==> src/rtl/johnson_decoder.sv <==
// Johnson code decoder with sequence lock tracking.
// Each valid sample is checked for legality, decoded to a state index and
// one-hot vector, and compared against the previous legal sample. After
// LOCK_LEN consecutive +1 steps the tracker locks; a wrong step while locked
// raises seq_err. Define JDEC_ERRCNT_EN to build the saturating error counter;
// without it err_cnt is tied to zero and no counter flops exist.
module johnson_decoder #(
   parameter int  WIDTH    = 4,
   parameter int  LOCK_LEN = 3,
   localparam int STATES   = 2 * WIDTH,
   localparam int IDX_W    = $clog2(STATES),
   localparam int RUN_W    = $clog2(LOCK_LEN + 1)
) (
   input  logic               clk,
   input  logic               rst,
   input  logic               in_valid,
   input  logic [WIDTH-1:0]   jc_in,
   output logic               out_valid,
   output logic [IDX_W-1:0]   idx,
   output logic [STATES-1:0]  onehot,
   output logic               illegal,
   output logic               seq_err,
   output logic               locked,
   output logic [7:0]         err_cnt
);

   typedef enum logic {UNLOCKED, LOCKED} state_t;

   localparam logic [WIDTH-1:0]  W_ONE   = {{(WIDTH-1){1'b0}}, 1'b1};
   localparam logic [STATES-1:0] OH_ONE  = {{(STATES-1){1'b0}}, 1'b1};
   localparam logic [IDX_W-1:0]  IDX_MAX = IDX_W'(STATES - 1);
   localparam logic [RUN_W-1:0]  RUN_ONE = RUN_W'(1);
   localparam logic [RUN_W-1:0]  RUN_LCK = RUN_W'(LOCK_LEN);

   state_t             state_q, state_d;
   logic [RUN_W-1:0]   run_q, run_d;
   logic               have_ref_q, have_ref_d;
   logic [IDX_W-1:0]   idx_q, idx_d;
   logic [STATES-1:0]  onehot_q, onehot_d;
   logic               out_valid_q, out_valid_d;
   logic               illegal_q, illegal_d;
   logic               seq_err_q, seq_err_d;

   logic               msb;
   logic [WIDTH-1:0]   norm;
   logic               legal;
   logic [IDX_W-1:0]   dec_idx;
   logic [IDX_W-1:0]   next_ref;
   logic               step;
   int                 pop;

   // Legality and index decode. Folding msb=1 codes by inversion turns both
   // legal shapes into "ones contiguous from the LSB", i.e. a 2^k-1 value.
   always_comb begin
      msb  = jc_in[WIDTH-1];
      norm = msb ? ~jc_in : jc_in;
      legal = ((norm & (norm + W_ONE)) == '0);
      pop = 0;
      for (int i = 0; i < WIDTH; i++) pop += int'(jc_in[i]);
      dec_idx = msb ? IDX_W'(STATES - pop) : IDX_W'(pop);
   end

   // The last legal index is always held in idx_q, so it doubles as the
   // reference; have_ref says whether it is meaningful.
   always_comb begin
      next_ref = (idx_q == IDX_MAX) ? '0 : idx_q + IDX_W'(1);
      step     = have_ref_q && (dec_idx == next_ref);
   end

   // Next-state logic for the tracker and the registered outputs.
   always_comb begin
      state_d     = state_q;
      run_d       = run_q;
      have_ref_d  = have_ref_q;
      idx_d       = idx_q;
      onehot_d    = onehot_q;
      out_valid_d = 1'b0;
      illegal_d   = 1'b0;
      seq_err_d   = 1'b0;
      if (in_valid) begin
         if (!legal) begin
            illegal_d  = 1'b1;
            have_ref_d = 1'b0;
            run_d      = '0;
            state_d    = UNLOCKED;
         end else begin
            out_valid_d = 1'b1;
            idx_d       = dec_idx;
            onehot_d    = OH_ONE << dec_idx;
            have_ref_d  = 1'b1;
            if (state_q == LOCKED) begin
               if (!step) begin
                  seq_err_d = 1'b1;
                  state_d   = UNLOCKED;
                  run_d     = '0;
               end
            end else if (step) begin
               run_d = run_q + RUN_ONE;
               if (run_q + RUN_ONE == RUN_LCK) state_d = LOCKED;
            end else begin
               run_d = '0;
            end
         end
      end
   end

   // Tracker state and output registers.
   always_ff @(posedge clk or negedge rst) begin
      if (!rst) begin
         state_q     <= UNLOCKED;
         run_q       <= '0;
         have_ref_q  <= 1'b0;
         idx_q       <= '0;
         onehot_q    <= '0;
         out_valid_q <= 1'b0;
         illegal_q   <= 1'b0;
         seq_err_q   <= 1'b0;
      end else begin
         state_q     <= state_d;
         run_q       <= run_d;
         have_ref_q  <= have_ref_d;
         idx_q       <= idx_d;
         onehot_q    <= onehot_d;
         out_valid_q <= out_valid_d;
         illegal_q   <= illegal_d;
         seq_err_q   <= seq_err_d;
      end
   end

`ifdef JDEC_ERRCNT_EN
   logic [7:0] err_cnt_q, err_cnt_d;
   logic       err_inc;

   // Count illegal samples and sequence errors, sticking at 255.
   always_comb begin
      err_inc   = illegal_d | seq_err_d;
      err_cnt_d = err_cnt_q;
      if (err_inc && (err_cnt_q != 8'hFF)) err_cnt_d = err_cnt_q + 8'd1;
   end

   // Error counter register.
   always_ff @(posedge clk or negedge rst) begin
      if (!rst) err_cnt_q <= '0;
      else      err_cnt_q <= err_cnt_d;
   end

   assign err_cnt = err_cnt_q;
`else
   assign err_cnt = '0;
`endif

   assign out_valid = out_valid_q;
   assign idx       = idx_q;
   assign onehot    = onehot_q;
   assign illegal   = illegal_q;
   assign seq_err   = seq_err_q;
   assign locked    = (state_q == LOCKED);

endmodule

==> config.mk <==
export PLATFORM = sky130hd
export DESIGN_NAME = johnson_decoder
export DESIGN_NICKNAME = d
export VERILOG_FILES = /design/src/rtl/johnson_decoder.sv
export SDC_FILE = /design/constraint.sdc
export NUM_CORES = 1
export LEC_CHECK = 0
export ABC_CLOCK_PERIOD_IN_PS = 1800
export BUFFER_PORTS_ARGS = -buffer_cell sky130_fd_sc_hd__buf_2
export CAP_MARGIN = 25
export CORE_MARGIN = 2
export CORE_UTILIZATION = 25
export DETAILED_ROUTE_END_ITERATION = 8
export GPL_TIMING_DRIVEN = 0
export PLACE_DENSITY = 0.43
export RECOVER_POWER = 50
export REMOVE_ABC_BUFFERS = 1
export SYNTH_ARGS = -nofsm -noshare
export SYNTH_HDL_FRONTEND = slang
export SYNTH_SLANG_ARGS = --single-unit
==> constraint.sdc <==
create_clock -name clk -period 1.8 [get_ports clk]
set_clock_uncertainty 0.05 [all_clocks]
set_input_delay 0.09 -clock clk [delete_from_list [all_inputs] [get_ports clk]]
set_output_delay 0.09 -clock clk [all_outputs]
set_load 0.03 [all_outputs]
**Yosys cells after proc, flatten, opt, wreduce, memory -nomap -nowiden**

Cells that the tools add are included.
W data, S select, Z words.

- Input bits: 7
- Word-level logic and storage cells: 46
- Flip-flop bits (word level): 18
- Output and inout port bits: 23

- Eq/ne operators: 4
- Shifts and indexed selects: 1
- Bitwise operators: 2
- Reduce and logical (&&, ||, !) cells: 4
- Add/subtract/negate cells: 7
- Mux-type cells: 20

Operators with widths:

| kind | count |
|---|---|
| $mux W1 | 13 |
| $mux W2 | 4 |
| $shl A1 B3 Y8 const A | 1 |
| $mux W3 | 2 |
| $add A4 B1 Y4 const B | 1 |
| $and A4 B4 Y4 | 1 |
| $logic_not A4 Y1 | 1 |
| $mux W4 | 1 |
| $not A4 Y4 | 1 |
| $reduce_and A2 Y1 | 2 |
| $add A2 B1 Y3 | 1 |
| $add A3 B1 Y3 | 1 |
| $add A3 B1 Y3 const B | 1 |
| $eq A3 B3 Y1 | 1 |
| $eq A3 B3 Y1 const B | 1 |
| $ne A3 B3 Y1 const B | 1 |
| $sub A1 B3 Y3 const A | 1 |
| $add A1 B1 Y2 | 1 |
| $add A2 B1 Y2 const B | 1 |
| $eq A2 B2 Y1 const B | 1 |
| $logic_and A1 B1 Y1 | 1 |

**Logic depth before layout (Yosys ltp)**

Gate-level depths: netlist (run 1).

- Depth after elaboration: 11
- Depth in mapped cells: 8
- Gate-level depth less buffers: 8

**Worst setup path after synthesis (run 1)**

No wires, ideal clock.

- Kind: input -> register
- Start point: in jc_in[0]
- End point: reg run_q[1]
- Stages: 7
- Path buffers: 0
- Setup time: 130 ps
- Data required time: 1620 ps
- Arrival: 2008 ps
- Setup slack: -388 ps
- Cells stage by stage: fa_1 > ha_1 > ha_1 > xnor3_1 > and3_4 > a41oi_2 > o22ai_1

- Word-level cells in the longest chain between the ends: 10
- Elaborated cells between the ends (all ways): 17
- Those cells by class: add/sub: 5; eq/ne: 2; mux: 5; bitwise: 2; reduce/logical: 3

RTL lines:

| item | line | text |
|---|---|---|
| start: declaration | 17 | `input logic [WIDTH-1:0] jc_in,` |
| $add A1 B1 Y2 | 59 | `for (int i = 0; i < WIDTH; i++) pop += int'(jc_in[i]);` |
| $add A2 B1 Y3 | 59 |  |
| $add A3 B1 Y3 | 59 |  |
| $sub A1 B3 Y3 | 60 | `dec_idx = msb ? IDX_W'(STATES - pop) : IDX_W'(pop);` |
| $mux W3 | 60 |  |
| $eq A3 B3 Y1 | 67 | `step = have_ref_q && (dec_idx == next_ref);` |
| $logic_and A1 B1 Y1 | 67 |  |
| $mux W2 | 97 | `end else if (step) begin` |
| $mux W2 | 91 | `if (state_q == LOCKED) begin` |
| $mux W2 | 81 | `if (!legal) begin` |
| end signal: assignment | 120 | `run_q <= run_d;` |
| end: declaration | 36 | `logic [RUN_W-1:0] run_q, run_d;` |

Several ways; a longest one is shown, not always the timed one.
A chain may end at the register's enable or synchronous reset.

**Worst setup path in the final report (run 1)**

- Start point: reg idx_q[1] (netlist: idx[1])
- End point: reg run_q[1]

- Word-level cells in the longest chain between the ends: 7
- Elaborated cells between the ends (all ways): 10
- Those cells by class: add/sub: 1; eq/ne: 3; mux: 4; reduce/logical: 2

RTL lines:

| item | line | text |
|---|---|---|
| start: declaration | 38 | `logic [IDX_W-1:0] idx_q, idx_d;` |
| start signal: assignment | 122 | `idx_q <= idx_d;` |
| $add A3 B1 Y3 or $eq A3 B3 Y1 (tied branches) | 66 | `next_ref = (idx_q == IDX_MAX) ? '0 : idx_q + IDX_W'(1);` |
| $mux W3 * | 66 |  |
| $eq A3 B3 Y1 * | 67 |  |
| $logic_and A1 B1 Y1 * | 67 |  |
| $mux W2 | 97 |  |
| $mux W2 | 91 |  |
| $mux W2 | 81 |  |

Every way passes the cells marked *; elsewhere a longest branch is shown, timed or not.

==> summary.txt, run 1 <==
Run status
  – Status: complete, but fails checks
  – Failing checks: setup timing

Synth
  – Compound-Gate Fraction of Synth Area: 12.4%
  – Ys async rst share: 100%
  – Ys flop type: dfrtp_1
  – Post-synth EDFFs: 0
  – Most frequent cell after synthesis: dfrtp_1
  – Synth cell count leaders: 18 x dfrtp_1, 14 x nand2_1, 8 x buf_4, 6 x ha_1
  – Yosys reg bits: 18
  – Synth area leader: dfrtp_1
  – Syn. warnings: 0
  – Cells taking the most area after synthesis: dfrtp_1 43%, ha_1 7.2%, buf_4 5.8%, nand2_1 5.1%, o31ai_1 2.9%
  – Distinct cells, synth: 35
  – XOR/XNOR Fraction of Synth Area: 8.90%
  – Post-synthesis simple-gate area fraction: 14.7%
  – Post-synthesis area per instance: 10.6 um2
  – Sequential share of the synthesized area: 43.3%
  – Synth Instances: 98
  – Multiplexer area fraction after synthesis: 2.05%
  – Post-Syn Area: 1040 um2
  – Largest family of logic cells by synthesized area: simple AND/OR/NAND/NOR gates
  – Synth Area in Adders: 9.15%
  – Yosys top cell area share: 43.3%

Global route
  – Global Route Usage Sum: 10.1%
  – Remaining Overflow, GRT: 0
  – Number of global-route vias before repair: 765
  – First-pass GRT wire length: 3460 um
  – Initial antenna violation count: 0
  – Largest net degree at the start of global routing: 19

Critical path
  – Startpoint Class: flop
  – Crit path kind: flop to flop
  – Crit path max fanout: 4
  – CP Capture Type: flop
  – Worst path arrival time: 2.00 ns
  – Worst path required time: 1.92 ns
  – RR Startpoint: idx[1]$_DFFE_PN0P_
  – Critical Path Start: idx[1]$_DFFE_PN0P_
  – Worst r2r path cells: 7
  – R2r setup slk: -0.08 ns
  – Worst R2R End: run_q[1]$_DFFE_PN0P_

Timing
  – Max-slew violations: 0
  – Final setup margin: -0.0828 ns
  – Crit share post-route: 105%
  – Slew headroom: 34.0%
  – Finish-stage setup viols: 8
  – Unrepaired setup endpoints after global routing: yes
  – Final Critical Period: 1.88 ns
  – Hold Fails Final Rpt: 0
  – Worst hold slack: 0.0137 ns
  – Max Clock Freq: 0.531 GHz
  – Worst slew pin tran: 0.990 ns

Floorplan
  – Io pins: 30
  – Die ar.: 4690 um2
  – CORE AREA: 4000 um2
  – DIE WIDTH: 68.5 um
  – # rows: 23
  – Initial Util: 26.0%
  – Die Y: 68.5 um

Place
  – RePlAce Congestion: 0.667
  – Cell Area, Placed: 1170 um2
  – Dpl hpwl: 1530 um
  – PortBufs: 21
  – DP Worst Slack: -0.643 ns

Final layout
  – Final Instance Area: 1420 um2
  – Syn-to-layout area delta: 36.9%
  – Layout cell share with drive strength beyond 1: 39.5%
  – Filler cells: 411
  – Post-layout net count: 144
  – Footprint of the multi-input gates: 634 um2
  – Reg area: 450 um2
  – Number of antenna repair diodes: 0

Detailed routing
  – Vias: 752
  – DRC: 0
  – TritonRoute pass-1 iters: 5
  – Vias per inst: 4.20
  – Post-DRT Antenna Nets: 0
  – Drt total wl: 2120 um
  – Wire per inst: 11.9 um
  – Iter 0 DRT Violations: 16

Pwr
  – Peak supply drop: 0.000347 V
  – Total leakage power: 0.668 nW
  – Power Density: 1140 nW/um2
  – Power, Total: 0.00163 W

Clock network
  – CTS H-tree depth: 1
  – CTS sink count: 18
  – Clk_lat worst skew: 0.25 ns
  – Clock buffer count from CTS: 3
  – Clock Pin Slew Worst Setup and Hold Paths: 0.07 ns
  – Clk buf depth: 2
  – TritonCTS clock tree: done
  – Clock root buffer: clkbuf_8

Worst hold path
  – Hold depth: 2
  – Hold Path Sink: locked$_DFFE_PN0P_
  – HP Start: in_valid
  – Min-delay worst type: input port to flop

Run
  – Max Cap Viol: 0
timing repair:
item / 4_1_cts / 5_1_grt
setup endpoints to repair: 12 / 14
hold buffers: 1 / 0
setup buffers: 5 / 2
pin swaps: 14 / 12
endpoints found under the hold margin: 18 / 0
gates resized for setup: 13 / 14
worst max-delay path by stage:
stage	end	slack, ns	cells after the start
global placement	run_q[1]$_DFFE_PN0P_	-0.64	8
finish	run_q[1]$_DFFE_PN0P_	-0.08	7
CTS	run_q[1]$_DFFE_PN0P_	-0.18	9
global route	run_q[1]$_DFFE_PN0P_	-0.18	7
floorplan	run_q[1]$_DFFE_PN0P_	-0.39	7
detailed placement	run_q[1]$_DFFE_PN0P_	-0.64	8
final cells by class:
cell class,instances,share of cell area [%]
multi-input combinational,72,44.6
sequential,18,31.6
timing repair buffer,30,14.2
tap,50,4.39
clock buffer,4,3.87
inverter,5,1.32
layer usage:
metal	global-route usage [%]	share of wire, %	routed length, um	vias to the layer above
met2	16.3	50	1070	17
met3	1.62	3.8	80	4
li1	-	-	-	378
met4	5.25	1.4	29	0
met5	0	0	0	-
met1	13.0	44	941	353
cell usage in the layout, fill, tap and decap left out, types with 2 or more instances in the layout:
cell	count
a21oi_1	2
and3_4	2
buf_2	16
buf_4	7
buf_6	2
buf_8	2
clkbuf_1	2
clkbuf_8	4
conb_1	8
dfrtp_1	18
ha_4	4
inv_1	5
nand2_1	14
nand3_1	2
nor2_1	5
nor2b_1	2
o21ai_0	2
o21ai_1	3
o31ai_1	4
o41ai_2	2
xnor2_2	2
registers in the layout, indices dropped and copies added, names as in the netlist:
register    flops
illegal         1
have_ref_q      1
idx             3
seq_err         1
onehot          8
locked          1
out_valid       1
run_q           2
power by group:
group | switching (W) | leakage [nW] | total, W | internal (W)
registers | 0.0000415 | 0.238 | 0.000512 | 0.000471
logic | 0.000435 | 0.402 | 0.000791 | 0.000355
clock network | 0.000131 | 0.0288 | 0.000325 | 0.000194
metrics by stage:
step	util, %	std cells	setup TNS, ns
final	35.6	179	-0.374
after global routing	35.6	179	-1.17
after CTS	33.6	177	-0.745
after detailed placement	29.2	167	-6.30
after global placement	28.9	166	-6.51
after floorplan	-	95	-2.13
cells by family (layout without fill, tap and decap cells):
logic type	after synthesis	in the layout
AND/OR/NAND/NOR	32	32
AO/OA/AOI/OAI	17	17
adder cells (fa/ha/maj)	7	7
multiplexers	2	2
other	1	8
flip-flops	18	18
XOR/XNOR	6	6
buffers and inverters	15	39
worst max-delay path: stages (launching register included):
cell,delay (ns)
dfrtp_1,0.41
ha_2,0.21
ha_4,0.16
nand2b_4,0.13
xnor3_1,0.36
and3_4,0.21
nand4_1,0.11
o22ai_1,0.17
Power figures use the tool's default switching activity.
==> run 2: changes to the inputs <==
- GPL_TIMING_DRIVEN: 0 -> not set
==> run 2 against run 1 <==
Net effect: the flow still finishes with violations (setup timing); critical path type is now input port to flop; setup slack got worse by 0.13 ns; wire length is 5.5% higher; final cell count rose by 6.7%; non-clock buffer count grew 12; total power is 2.9% higher.
==> summary.txt, run 2 (same netlist as run 1, synthesis figures left out) <==
Clock network
  – TritonCTS clock tree: done
  – Clk buf depth: 2 (unchanged)
  – Clock root buffer: clkbuf_8
  – Clock buffer count from CTS: 3 (unchanged)
  – CTS sink count: 18 (unchanged)
  – Clk_lat worst skew: 0.25 ns (about the same)
  – Clock Pin Slew Worst Setup and Hold Paths: 0.08 ns (about the same)
  – CTS H-tree depth: 1 (unchanged)

Global route
  – Global Route Usage Sum: 10.4% (+0.33 points)
  – Initial antenna violation count: 0 (unchanged)
  – First-pass GRT wire length: 3570 um (+3.4%)
  – Largest net degree at the start of global routing: 23 (+4)
  – Remaining Overflow, GRT: 0 (unchanged)
  – Number of global-route vias before repair: 773 (+1.0%)

Final layout
  – Final core occ: 37.8% (+2.2 points)
  – Number of antenna repair diodes: 0 (unchanged)
  – Most common cell after layout, fill and taps aside: dfrtp_1
  – Filler cells: 410 (-0.24%)
  – Footprint of the multi-input gates: 627 um2 (-1.2%)
  – Reg area: 450 um2 (unchanged)
  – Layout cell share with drive strength beyond 1: 44.7% (+5.1 points)
  – Finished Layout Cells: 191 (+6.7%)
  – Most frequent cells in the layout: 18 x dfrtp_1, 17 x buf_2, 17 x buf_4
  – Syn-to-layout area delta: 45.5%
  – Final Instance Area: 1510 um2 (+6.2%)
  – Largest register FFs: 8 (unchanged)
  – Post-layout net count: 156 (+8.3%)

Place
  – # placed instances: 179 (+7.2%)
  – Cell Area, Placed: 1270 um2 (+8.5%)
  – Dpl hpwl: 1730 um (+13%)
  – RePlAce Congestion: 0.773 (+16%)
  – PortBufs: 21 (unchanged)
  – DP Worst Slack: -0.564 ns (+0.0788 ns)

Timing
  – Max Clock Freq: 0.498 GHz (-6.2%)
  – Final setup margin: -0.208 ns (-0.125 ns)
  – Finish-stage setup viols: 13 (+5)
  – Worst slew pin tran: 0.979 ns (-0.0112 ns)
  – Unrepaired setup endpoints after global routing: yes
  – Max-slew violations: 0 (unchanged)
  – Crit share post-route: 112% (+7.0 points)
  – TNS Setup: -1.64 ns (-1.27 ns)
  – Hold Fails Final Rpt: 0 (unchanged)
  – Final Critical Period: 2.01 ns (+0.125 ns)
  – Slew headroom: 34.8% (+0.74 points)

Critical path
  – Worst path arrival time: 2.13 ns (+0.13 ns)
  – Crit path kind: input port to flop
  – Worst r2r path cells: 7 (unchanged)
  – Crit path max fanout: 5 (+1)
  – Startpoint Class: input port
  – CP Capture Type: flop
  – Worst path required time: 1.92 ns (about the same)

Pwr
  – Net Sw Power: 0.000632 W (+3.9%)
  – Sequential power share: 30.1% (-1.4 points)
  – Sw Share: 37.7% (+0.35 points)
  – Design internal power: 0.00104 W (+2.4%)
  – Power Density: 1110 nW/um2 (-3.1%)
  – Clk pwr share: 19.8% (-0.2 points)
  – Total leakage power: 0.755 nW (+13%)
  – Peak supply drop: 0.000337 V (-2.9%)
  – Comb pwr share: 50.1% (+1.5 points)

Detailed routing
  – TritonRoute pass-1 iters: 4 (-1)
  – DRC: 0 (unchanged)
  – Vias: 797 (+6.0%)
  – Vias per inst: 4.17 (-0.67%)
  – Wire per inst: 11.7 um (-1.1%)
  – Drt total wl: 2240 um (+5.5%)
  – Iter 0 DRT Violations: 13 (-3)
  – Post-DRT Antenna Nets: 0 (unchanged)

Run
  – Max Cap Viol: 0 (unchanged)

Floorplan
  – DIE WIDTH: 68.5 um (unchanged)
  – Initial Util: 26.0% (unchanged)
  – CORE AREA: 4000 um2 (unchanged)
  – # rows: 23 (unchanged)
  – Die ar.: 4690 um2 (unchanged)
  – Io pins: 30 (unchanged)
  – Die Y: 68.5 um (unchanged)

Run status
  – Failing checks: setup timing
  – Status: complete, but fails checks

Worst hold path
  – Hold depth: 2 (unchanged)
  – Min-delay worst type: input port to flop
## run 2: worst max-delay path, cell delays in order
cell and delay (ns):
buf_8 0.10, fa_1 0.55, ha_2 0.20, ha_4 0.20, buf_6 0.12, o21ai_4 0.18
buf_4 0.14, xor2_1 0.05, buf_4 0.16, buf_4 0.14, o31ai_2 0.19
## run 2: power groups by stage
stage	clock network [W]	registers (W)	logic, W
global route	0.000362	0.000515	0.000911
CTS	0.000339	0.000505	0.000771
global placement	0	0.000512	0.000683
floorplan	0	0.000638	0.000327
detailed placement	0	0.000513	0.000691
finish	0.000331	0.000504	0.000840
## run 2: final cells by class
type | count | area share (%)
repair buffers | 42 | 19.8
multi-input cells | 72 | 41.4
inverters | 5 | 1.24
clock buffers | 4 | 3.64
flip-flops and latches | 18 | 29.8
well taps | 50 | 4.14
## run 2: final timing paths
kind	startpoint	to	slack, ns
max reg2reg	idx[0]$_DFFE_PN0P_	run_q[0]$_DFFE_PN0P_	-0.13
min reg2reg	onehot[0]$_DFFE_PN0P_	onehot[0]$_DFFE_PN0P_	0.43
min in group asynchronous	rst	onehot[4]$_DFFE_PN0P_	0.46
min	in_valid	locked$_DFFE_PN0P_	0.03
max in group asynchronous	rst	seq_err$_DFF_PN0_	0.64
max	jc_in[1]	onehot[5]$_DFFE_PN0P_	-0.21
## run 2: metrics by stage
stage | power, W | hold slack, ns
floorplan | 0.000965 | -0.256
global placement | 0.00120 | -0.0133
detailed placement | 0.00120 | -0.00457
CTS | 0.00161 | 0.0282
global route | 0.00179 | 0.0435
finish | 0.00168 | 0.0256
## run 2: metal layers
| metal | part of all wire (%) | global-route usage [%] | vias to the layer above |
|---|---|---|---|
| met5 | 0 | 0 | - |
| met4 | 1.2 | 5.25 | 0 |
| li1 | - | - | 400 |
| met3 | 3.3 | 1.46 | 2 |
| met1 | 48 | 13.8 | 382 |
| met2 | 47 | 16.6 | 13 |
## run 2: what timing repair did
item	CTS	global route
pin swaps	15	12
endpoints found under the setup margin	13	13
gates resized for setup	12	11
buffers inserted	5	3
hold buffers	1	0
endpoints found under the hold margin	18	0
==> run 3: changes to the inputs <==
- CORE_UTILIZATION: 25 -> 35
- GPL_ROUTABILITY_DRIVEN: not set -> 0
- PLACE_DENSITY: 0.43 -> 0.57
- SETUP_SLACK_MARGIN: not set -> 0.4
==> run 3 against run 2 <==
Net effect: the flow still finishes with violations (setup timing); sequential cell count did not move; wire length is 0.98% lower; via count is 4.4% higher; clock power decreased by 21%; first-iteration DRC count is 7.7% higher; sequential power about the same; sequential share of layout area rose by 0.89 points; critical endpoint is now run_q[1]$_DFFE_PN0P_; largest cell class unchanged; largest power group unchanged.
==> summary.txt, run 3 (same netlist as run 1, synthesis figures left out) <==
Final layout
  – Number of antenna repair diodes: 0 (unchanged)
  – Most frequent cells in the layout: 18 x dfrtp_1, 18 x buf_2, 14 x nand2_1, 14 x buf_4, 8 x conb_1
  – Post-layout net count: 154 (-1.3%)
  – Syn-to-layout area delta: 41.3%
  – Final Instance Area: 1470 um2 (-2.9%)
  – Layout cell share with drive strength beyond 1: 43.2% (-1.5 points)
  – Largest register FFs: 8 (unchanged)
  – Final core occ: 52.8% (+15 points)

Timing
  – Finish-stage setup viols: 13 (unchanged)
  – Max Clock Freq: 0.515 GHz (+3.5%)
  – Max-slew violations: 0 (unchanged)
  – Hold Fails Final Rpt: 0 (unchanged)
  – TNS Setup: -0.902 ns (+0.740 ns)
  – Unrepaired setup endpoints after global routing: yes
  – Crit share post-route: 108% (-3.7 points)
  – Final Critical Period: 1.94 ns (-0.0670 ns)
  – Slew headroom: 32.1% (-2.7 points)
  – Final setup margin: -0.141 ns (+0.0670 ns)
  – Worst hold slack: 0.312 ns (+0.286 ns)
  – Worst slew pin tran: 1.02 ns (+0.0400 ns)

Floorplan
  – Initial Util: 37.4% (+11 points)
  – Die ar.: 3420 um2 (-27%)
  – # rows: 19 (-17%)
  – DIE WIDTH: 58.5 um (-15%)
  – Die Y: 58.5 um (-15%)
  – CORE AREA: 2780 um2 (-30%)
  – Io pins: 30 (unchanged)

Global route
  – First-pass GRT wire length: 3590 um (+0.39%)
  – Largest net degree at the start of global routing: 23 (unchanged)
  – Initial antenna violation count: 0 (unchanged)
  – Global Route Usage Sum: 14.2% (+3.7 points)
  – Number of global-route vias before repair: 819 (+6.0%)
  – Remaining Overflow, GRT: 0 (unchanged)

Pwr
  – Power Density: 1110 nW/um2 (+0.59%)
  – Total leakage power: 0.735 nW (-2.7%)
  – Peak supply drop: 0.000560 V (+67%)

Clock network
  – CTS sink count: 18 (unchanged)
  – Clock Pin Slew Worst Setup and Hold Paths: 0.11 ns (+0.03 ns)
  – Clock buffer count from CTS: 3 (unchanged)
  – Clk_lat worst skew: 0.31 ns (+0.06 ns)
  – TritonCTS clock tree: done
  – CTS H-tree depth: 1 (unchanged)
  – Clock root buffer: clkbuf_4
  – Clk buf depth: 2 (unchanged)

Place
  – Cell Area, Placed: 1250 um2 (-1.3%)
  – PortBufs: 21 (unchanged)
  – Dpl hpwl: 1550 um (-10%)

Critical path
  – CP Capture Type: flop
  – Slowest stage delay, CP: 0.56 ns (about the same)
  – Crit path max fanout: 4 (-1)
  – Critical-path top delay cell: fa_1
  – Crit path kind: input port to flop
  – CP dominant cell by count: xnor2_4
  – Cell family contributing the most delay on the critical path: adder cells
  – Worst path arrival time: 2.12 ns (about the same)
  – Worst path required time: 1.98 ns (+0.06 ns)
  – Critical Path Start: jc_in[0]
  – RR Startpoint: idx[0]$_DFFE_PN0P_
  – CP Cell Sequence: buf_8 -> fa_1 -> ha_2 -> ha_4 -> buf_6 -> o21ai_4 -> xnor2_4 -> xnor2_4 -> nand4_1 -> o22ai_1
  – Crit path buffers/inverters: 2 (-3)
  – Startpoint Class: input port

Run
  – Max Cap Viol: 0 (unchanged)

Detailed routing
  – Vias per inst: 4.89 (+17%)
  – TritonRoute pass-1 iters: 4 (unchanged)
  – Wire per inst: 13.0 um (+11%)
  – Drt total wl: 2220 um (-0.98%)
  – Post-DRT Antenna Nets: 0 (unchanged)
  – DRC: 0 (unchanged)
  – Vias: 832 (+4.4%)
  – Iter 0 DRT Violations: 14 (+1)

Run status
  – Status: complete, but fails checks
  – Failing checks: setup timing

Worst hold path
  – HP Start: jc_in[2]
  – Min-delay worst type: input port to flop
## run 3: cell type report
cell class / instances / area [um2]
clock buffers: 4 / 36.3
fillers: 244 / 1310
inverters: 5 / 18.8
multi-input cells: 72 / 637
flip-flops and latches: 18 / 450
well taps: 31 / 38.8
repair buffers: 40 / 288
## run 3: worst paths after layout
| path | endpoint | slack, ns | depth (start not counted) |
|---|---|---|---|
| min | onehot[4]$_DFFE_PN0P_ | 0.31 | 4 |
| max in group asynchronous | idx[1]$_DFFE_PN0P_ | 0.68 | 2 |
| max | run_q[1]$_DFFE_PN0P_ | -0.14 | 10 |
| max reg2reg | run_q[1]$_DFFE_PN0P_ | 0.02 | 7 |
| min reg2reg | run_q[0]$_DFFE_PN0P_ | 0.43 | 1 |
| min in group asynchronous | onehot[0]$_DFFE_PN0P_ | 0.41 | 2 |
## run 3: per-layer routing
| metal | vias to the layer above | GRT usage (%) | wire length (um) |
|---|---|---|---|
| li1 | 399 | - | - |
| met1 | 402 | 18.5 | 998 |
| met2 | 26 | 22.5 | 1050 |
| met3 | 5 | 1.54 | 99 |
| met4 | 0 | 8.97 | 70 |
| met5 | - | 0 | 0 |
## run 3: through the flow
stage | setup slack (ns) | cells | total power, W
6_report | -0.141 | 170 | 0.00164
2_1_floorplan | -0.388 | 95 | 0.000965
3_3_place_gp | -0.491 | 161 | 0.00119
5_1_grt | -0.234 | 170 | 0.00173
4_1_cts | -0.241 | 169 | 0.00153
3_5_place_dp | -0.589 | 161 | 0.00120
## run 3: report_power, final
| group | total (W) | switching [W] | internal (W) |
|---|---|---|---|
| Clock | 0.000260 | 0.000137 | 0.000124 |
| Combinational | 0.000872 | 0.000489 | 0.000383 |
| Sequential | 0.000505 | 0.0000348 | 0.000470 |
## run 3: timing repair
item,4_1_cts,5_1_grt
endpoints found under the hold margin,19,0
setup buffers,2,1
hold buffers,2,0
resized for setup,14,12
endpoints found under the setup margin,14,14
pin swaps,14,13
## run 3: worst reg2reg max path, stage by stage (launching register included)
cell and delay (ns):
dfrtp_1 0.40, ha_1 0.20, ha_1 0.19, nand2b_1 0.16
xnor3_1 0.18, and3_4 0.20, a41oi_2 0.18, o22ai_1 0.11
